===== src/rtl/bullet_hit_detector.sv =====
// rtl/bullet_hit_detector.sv - resolves the in-flight bullet against aliens and player; owns alive bitmap, score, lives
module bullet_hit_detector #(
  parameter int ROWS      = 5,
  parameter int COLS      = 11,
  parameter int COL_SHIFT = 5,
  parameter int ROW_SHIFT = 5,
  parameter int ALIEN_W   = 24,
  parameter int ALIEN_H   = 16,
  parameter int PLAYER_Y  = 450,
  parameter int PLAYER_W  = 26,
  parameter int PLAYER_H  = 16,
  parameter int POINTS    = 10,
  parameter int LIVES     = 3
) (
  input  logic                 clk,
  input  logic                 reset_n,
  input  logic [9:0]           bullet_x,
  input  logic [8:0]           bullet_y,
  input  logic                 bullet_active,
  input  logic                 bullet_dir,
  input  logic [9:0]           grid_x,
  input  logic [8:0]           grid_y,
  input  logic [9:0]           player_x,
  input  logic                 wave_reset,
  output logic                 bullet_kill,
  output logic                 alien_hit,
  output logic [2:0]           hit_row,
  output logic [3:0]           hit_col,
  output logic                 player_hit,
  output logic [ROWS*COLS-1:0] alive,
  output logic [15:0]          score,
  output logic [2:0]           lives,
  output logic                 all_dead,
  output logic                 game_over
);

  localparam int N = ROWS * COLS;

  typedef enum logic [1:0] {IDLE, CHECK, RESOLVE, WAIT} state_t;

  state_t         state_q, state_d;
  logic [9:0]     x_q, x_d, gx_q, gx_d, px_q, px_d;
  logic [8:0]     y_q, y_d, gy_q, gy_d;
  logic           dir_q, dir_d;
  logic           pend_alien_q, pend_alien_d, pend_player_q, pend_player_d;
  logic [6:0]     pend_idx_q, pend_idx_d;
  logic [2:0]     pend_row_q, pend_row_d;
  logic [3:0]     pend_col_q, pend_col_d;
  logic [N-1:0]   alive_q, alive_d;
  logic [15:0]    score_q, score_d;
  logic [2:0]     lives_q, lives_d;
  logic [2:0]     hit_row_q, hit_row_d;
  logic [3:0]     hit_col_q, hit_col_d;

  logic [10:0]    dx;
  logic [9:0]     dy;
  logic [9:0]     col_w;
  logic [8:0]     row_w;
  logic [6:0]     idx;
  logic [127:0]   alive_pad;
  logic           a_hit, p_hit;
  logic [10:0]    x11, y11, px_end;
  logic [16:0]    score_sum;

  // Hit geometry from the registered sample only; a borrow in dx/dy means left of / above the grid
  always_comb begin
    dx        = {1'b0, x_q} - {1'b0, gx_q};
    dy        = {1'b0, y_q} - {1'b0, gy_q};
    col_w     = dx[9:0] >> COL_SHIFT;
    row_w     = dy[8:0] >> ROW_SHIFT;
    idx       = 7'(row_w[2:0]) * 7'(COLS) + 7'(col_w[3:0]);
    alive_pad = 128'(alive_q);
    a_hit     = dir_q && !dx[10] && !dy[9]
                && (col_w < 10'(COLS)) && (row_w < 9'(ROWS))
                && ({1'b0, dx[COL_SHIFT-1:0]} < (COL_SHIFT+1)'(ALIEN_W))
                && ({1'b0, dy[ROW_SHIFT-1:0]} < (ROW_SHIFT+1)'(ALIEN_H))
                && alive_pad[idx];
    x11       = {1'b0, x_q};
    y11       = {2'b0, y_q};
    px_end    = {1'b0, px_q} + 11'(PLAYER_W);
    p_hit     = !dir_q && (x11 >= {1'b0, px_q}) && (x11 < px_end)
                && (y11 >= 11'(PLAYER_Y)) && (y11 < 11'(PLAYER_Y + PLAYER_H));
    score_sum = {1'b0, score_q} + 17'(POINTS);
  end

  // Next-state and bookkeeping; wave_reset overrides any bitmap change made in the same cycle
  always_comb begin
    state_d       = state_q;
    x_d           = x_q;
    y_d           = y_q;
    dir_d         = dir_q;
    gx_d          = gx_q;
    gy_d          = gy_q;
    px_d          = px_q;
    pend_alien_d  = pend_alien_q;
    pend_player_d = pend_player_q;
    pend_idx_d    = pend_idx_q;
    pend_row_d    = pend_row_q;
    pend_col_d    = pend_col_q;
    alive_d       = alive_q;
    score_d       = score_q;
    lives_d       = lives_q;
    hit_row_d     = hit_row_q;
    hit_col_d     = hit_col_q;
    case (state_q)
      IDLE: begin
        if (bullet_active && !game_over) begin
          x_d     = bullet_x;
          y_d     = bullet_y;
          dir_d   = bullet_dir;
          gx_d    = grid_x;
          gy_d    = grid_y;
          px_d    = player_x;
          state_d = CHECK;
        end
      end
      CHECK: begin
        pend_alien_d  = a_hit;
        pend_player_d = p_hit;
        pend_idx_d    = idx;
        pend_row_d    = row_w[2:0];
        pend_col_d    = col_w[3:0];
        state_d       = (a_hit || p_hit) ? RESOLVE : IDLE;
      end
      RESOLVE: begin
        if (pend_alien_q && !wave_reset) begin
          for (int i = 0; i < N; i++) begin
            if (7'(i) == pend_idx_q) alive_d[i] = 1'b0;
          end
          score_d   = score_sum[16] ? 16'hFFFF : score_sum[15:0];
          hit_row_d = pend_row_q;
          hit_col_d = pend_col_q;
        end
        if (pend_player_q && (lives_q != 3'd0)) lives_d = lives_q - 3'd1;
        state_d = WAIT;
      end
      WAIT: begin
        if (!bullet_active) state_d = IDLE;
      end
      default: state_d = IDLE;
    endcase
    if (wave_reset) alive_d = '1;
  end

  // State and datapath registers
  always_ff @(posedge clk or negedge reset_n) begin
    if (!reset_n) begin
      state_q       <= IDLE;
      x_q           <= '0;
      y_q           <= '0;
      dir_q         <= 1'b0;
      gx_q          <= '0;
      gy_q          <= '0;
      px_q          <= '0;
      pend_alien_q  <= 1'b0;
      pend_player_q <= 1'b0;
      pend_idx_q    <= '0;
      pend_row_q    <= '0;
      pend_col_q    <= '0;
      alive_q       <= '1;
      score_q       <= '0;
      lives_q       <= 3'(LIVES);
      hit_row_q     <= '0;
      hit_col_q     <= '0;
    end else begin
      state_q       <= state_d;
      x_q           <= x_d;
      y_q           <= y_d;
      dir_q         <= dir_d;
      gx_q          <= gx_d;
      gy_q          <= gy_d;
      px_q          <= px_d;
      pend_alien_q  <= pend_alien_d;
      pend_player_q <= pend_player_d;
      pend_idx_q    <= pend_idx_d;
      pend_row_q    <= pend_row_d;
      pend_col_q    <= pend_col_d;
      alive_q       <= alive_d;
      score_q       <= score_d;
      lives_q       <= lives_d;
      hit_row_q     <= hit_row_d;
      hit_col_q     <= hit_col_d;
    end
  end

  // Pulses exist only in the RESOLVE cycle, so an async reset silences them immediately
  always_comb begin
    bullet_kill = (state_q == RESOLVE);
    alien_hit   = (state_q == RESOLVE) && pend_alien_q && !wave_reset;
    player_hit  = (state_q == RESOLVE) && pend_player_q;
    alive       = alive_q;
    score       = score_q;
    lives       = lives_q;
    hit_row     = hit_row_q;
    hit_col     = hit_col_q;
    all_dead    = (alive_q == '0);
    game_over   = (lives_q == 3'd0);
  end

endmodule


===== config.mk =====
export PLATFORM = sky130hd
export DESIGN_NAME = bullet_hit_detector
export DESIGN_NICKNAME = d
export VERILOG_FILES = /design/src/rtl/bullet_hit_detector.sv
export SDC_FILE = /design/constraint.sdc
export NUM_CORES = 1
export LEC_CHECK = 0
export ABC_AREA = 1
export CAP_MARGIN = 30
export CORE_ASPECT_RATIO = 0.9
export CORE_MARGIN = 5
export CORE_UTILIZATION = 40
export CTS_CLUSTER_SIZE = 40
export DETAILED_ROUTE_END_ITERATION = 16
export GPL_TIMING_DRIVEN = 0
export HOLD_SLACK_MARGIN = 0.02
export PLACE_DENSITY_LB_ADDON = 0.25
export REMOVE_ABC_BUFFERS = 1
export SKIP_LAST_GASP = 1
export SYNTH_ARGS = -nofsm -noshare
export SYNTH_HDL_FRONTEND = slang
export SYNTH_SLANG_ARGS = --single-unit

===== constraint.sdc =====
create_clock -name clk -period 9.15 [get_ports clk]
set_clock_uncertainty 0.1 [all_clocks]
set_input_delay 1.3725 -clock clk [delete_from_list [all_inputs] [get_ports clk]]
set_output_delay 1.3725 -clock clk [all_outputs]
set_load 0.01 [all_outputs]

==> summary.md <==
| Metric | Value |
|---|---|
| Clock Sinks | 148 |
| Initial Util | 40.9% |
| Worst slack, placed | 4020 ps |
| Crit. End Element | flop |
| Nets | ~1,300 |
| Crit path launch type | flop |
| Hold EP | hit_row[2] |
| Site Rows | 50 |
| Placer congestion estimate | 0.830 |
| Avg WL per Cell | 14.6 um |
| Slowest cell delay on critical path | 700 ps |
| Count of final setup violators | 0 |
| Register area | 0.00377 mm2 |
| Top achievable clock speed | between 0.15 and 0.2 GHz |
| Static Leakage | 0.00530 uW |
| Headroom to the max-slew limit | 32.4% |
| R2r endpoint | pend_alien_q |
| EDFF count, synth | 0 |
| Most used routing layer | met2 |
| Yosys top cell area share | 26.6% |
| Grt ovf | 0 |
| Multi-input logic area | 0.00406 mm2 |
| Critical path, cell by cell | ha_1, a21oi_1, nand2_1, a21oi_1, o21ai_0, xor2_1, inv_1, ha_1, ha_1, ha_1, inv_1, a21oi_1, o21ai_0, nand3_1, nand3_1, nand2_1, nand2_1, o21ai_0, inv_1, nand2_1, nand2_1, nand3_1, o21ai_0 |
| CTS tree | done |
| Status | finished, final reports clean |
| Synth async-reset ratio | 100% |
| DP Wirelength | 16.2 mm |
| Slew @ Worst Pin | 1010 ps |
| Post_cts resized | 0 |
| Core Region | 0.0209 mm2 |
| Slowest cell on the critical path | ha_1 |
| Critical path type | flop to flop |
| Flop2flop setup slack | 4140 ps |
| Routed Antenna Nets | 0 |
| Total Wirelength | between 20 and 25 mm |
| H-tree Lvls | 4 |
| DRT Pass-1 Iters | 5 |
| Cell family with most CP delay | adder cells |
| Final setup margin | slightly above 4000 ps |
| Area leader, netlist | dfrtp_1 |
| R2r startpoint | y_q[2] |
| Initial DRC Count | 390 |
| Met2 GRT Util | 29.8% |
| Clock buffer depth | 2 |
| Horiz. Die Dim | 164 um |
| Total GRT Usage | 18.6% |
| Sequential area share after synthesis | between 40% and 50% |
| Final Hold Viols | 0 |
| Cell area power density | 139 mW/mm2 |
| Area Overhead vs Synth | 28.3% |
| Met3 GRT Util | 3.55% |
| Hold path start | hit_row[2] |
| Post-CTS setup buffer count | 0 |
| Mean Syn Cell Area | ~7.9 um2 |
| Layout cells sized above 1 | about a tenth |
| Synth Flop Type | dfrtp_1 |
| Remaining DRCs | 0 |
| Finished Core Util | 52.5% |
| Latest clock arrival within the worst-skew pair | 430 ps |
| Count leader, synth | nand2_1 |
| Num CTS Buffers | 17 |
| Post-synth top cells | 230 x nand2_1, 156 x inv_1, 116 x nor2_1 |
| Via count | 7,500 |
| Global-route wire length before repair | ~37 mm |
| Ant diodes | 0 |
| Ranking of synthesized cells by area | dfrtp_1 27%, dfstp_2 18%, nand2_1 10% |
| Ys Warns | 0 |
| Vias in the first global route | 7,350 |
| Met1 GRT Util | 25.8% |
| Root Buffer | clkbuf_16 |
| Gate Count Post-Synth | ~1,100 |
| Io pins | around 140 |
| Top cell by count, worst path | nand2_1 |
| Initial antenna violation count | 0 |
| Mapped cell area | ~0.0086 mm2 |
| Max-slew violations | 0 |
| Die H | approximately 150 um |
| Filler Cell Count | 1,991 |
| # hold bufs at CTS | 0 |
| Port buffer count | 138 |
| Cells on worst reg2reg path | 23 |
| Post-synthesis register bit count | around 150 |
| Worst hold stages | 2 |
| Crit Path Max Fanout | 16 |
| CP required | 9320 ps |
| Max rail drop VDD | roughly 0.00013 V |
| Tmin final | 5010 ps |
| Worst Hold Class | flop to flop |
| Worst path bufs/invs | 3 |
| Largest net degree at the start of global routing | 89 |
| Vias per std cell | 4.95 |
| Max-Cap Viols | 0 |
| Final period utilization | between 50% and 60% |
| CP Data Arrival Time | about 5200 ps |
| Synth cell types | 37 |
| Final setup TNS | 0 ps |
| DIE AREA | 0.0244 mm2 |
| RSZ-0062 raised after global routing | no |
| CTS clk-pin slew, worst paths | 60 ps |
-- tightest hold or removal path, stage by stage (launching register included) --
cell and delay [ps]:
dfrtp_1 340, nand2_1 50, nand2_1 40
-- per-layer routing --
metal | part of all wire, % | vias to the layer above
met3 | 5.7 | 25
met1 | 47 | 3470
met5 | 0 | -
met2 | 46 | 201
met4 | 1.4 | 0
li1 | - | 3804
-- how the worst max path moves through the flow --
stage / start / slack (ps) / depth (start not counted) / to
after floorplan: bullet_active / 4950 / 2 / gx_q[0]
after global placement: reset_n / 470 / 1 / y_q[2]
after detailed placement: y_q[4] / 4020 / 20 / pend_alien_q
after CTS: y_q[4] / 3970 / 20 / pend_alien_q
after global routing: y_q[4] / 3780 / 23 / pend_alien_q
final: y_q[2] / 4140 / 23 / pend_alien_q
-- layout make-up --
type	count	share of cell area, %
multi-input combinational	743	37.0
tap	286	3.26
inverter	160	5.47
timing repair buffer	147	14.1
clock inverter	11	1.19
clock buffer	21	4.60
sequential	148	34.4
-- power by group --
part	total [uW]	internal, uW	switching (uW)
Sequential	677	667	9.71
Combinational	103	39.5	63.3
Clock	749	455	294
Total	1530	1160	366
-- cell families (layout without fill, tap and decap cells) --
group / count (synthesis) / count (layout) / synth area share [%]
fa+ha+maj: 54 / 54 / 8.17
flops: 148 / 148 / 44.1
xor+xnor: 17 / 17 / 1.74
buf+inv: 193 / 339 / 8.49
mux: 18 / 18 / 2.37
compound gates: 156 / 156 / 10.0
simple gates: 498 / 498 / 25.1
-- flip-flops by register name (all words and copies together) (netlist names), 3 cells and up, named ones only --
name,flops
score,16
gy_q,9
gx_q,10
y_q,9
x_q,10
lives,3
hit_row,3
px_q,10
hit_col,4
pend_col_q,4
alive,55
pend_row_q,3
pend_idx_q,7
-- through the flow --
| stage | cell area (um2) | total power, uW | cells | hold slack [ps] |
|---|---|---|---|---|
| after floorplan | 8430 | 724 | 1051 | 349 |
| after global placement | 10200 | 783 | 1475 | 354 |
| after detailed placement | 10300 | 792 | 1483 | 359 |
| after CTS | 11000 | 1550 | 1515 | 375 |
| after global routing | 11000 | 1590 | 1516 | 420 |
| final | 11000 | 1530 | 1516 | 368 |
-- cell usage in the layout (no fill, tap or decap), types with 20 or more instances in the layout --
master,count
dfstp_2,57
dfrtp_1,91
inv_1,156
ha_1,51
a21oi_1,66
clkdlybuf4s50_1,136
nand2_1,230
nor2_1,116
o21ai_0,51
nand3_1,93
clkbuf_16,20
Power figures use the tool's default switching activity.
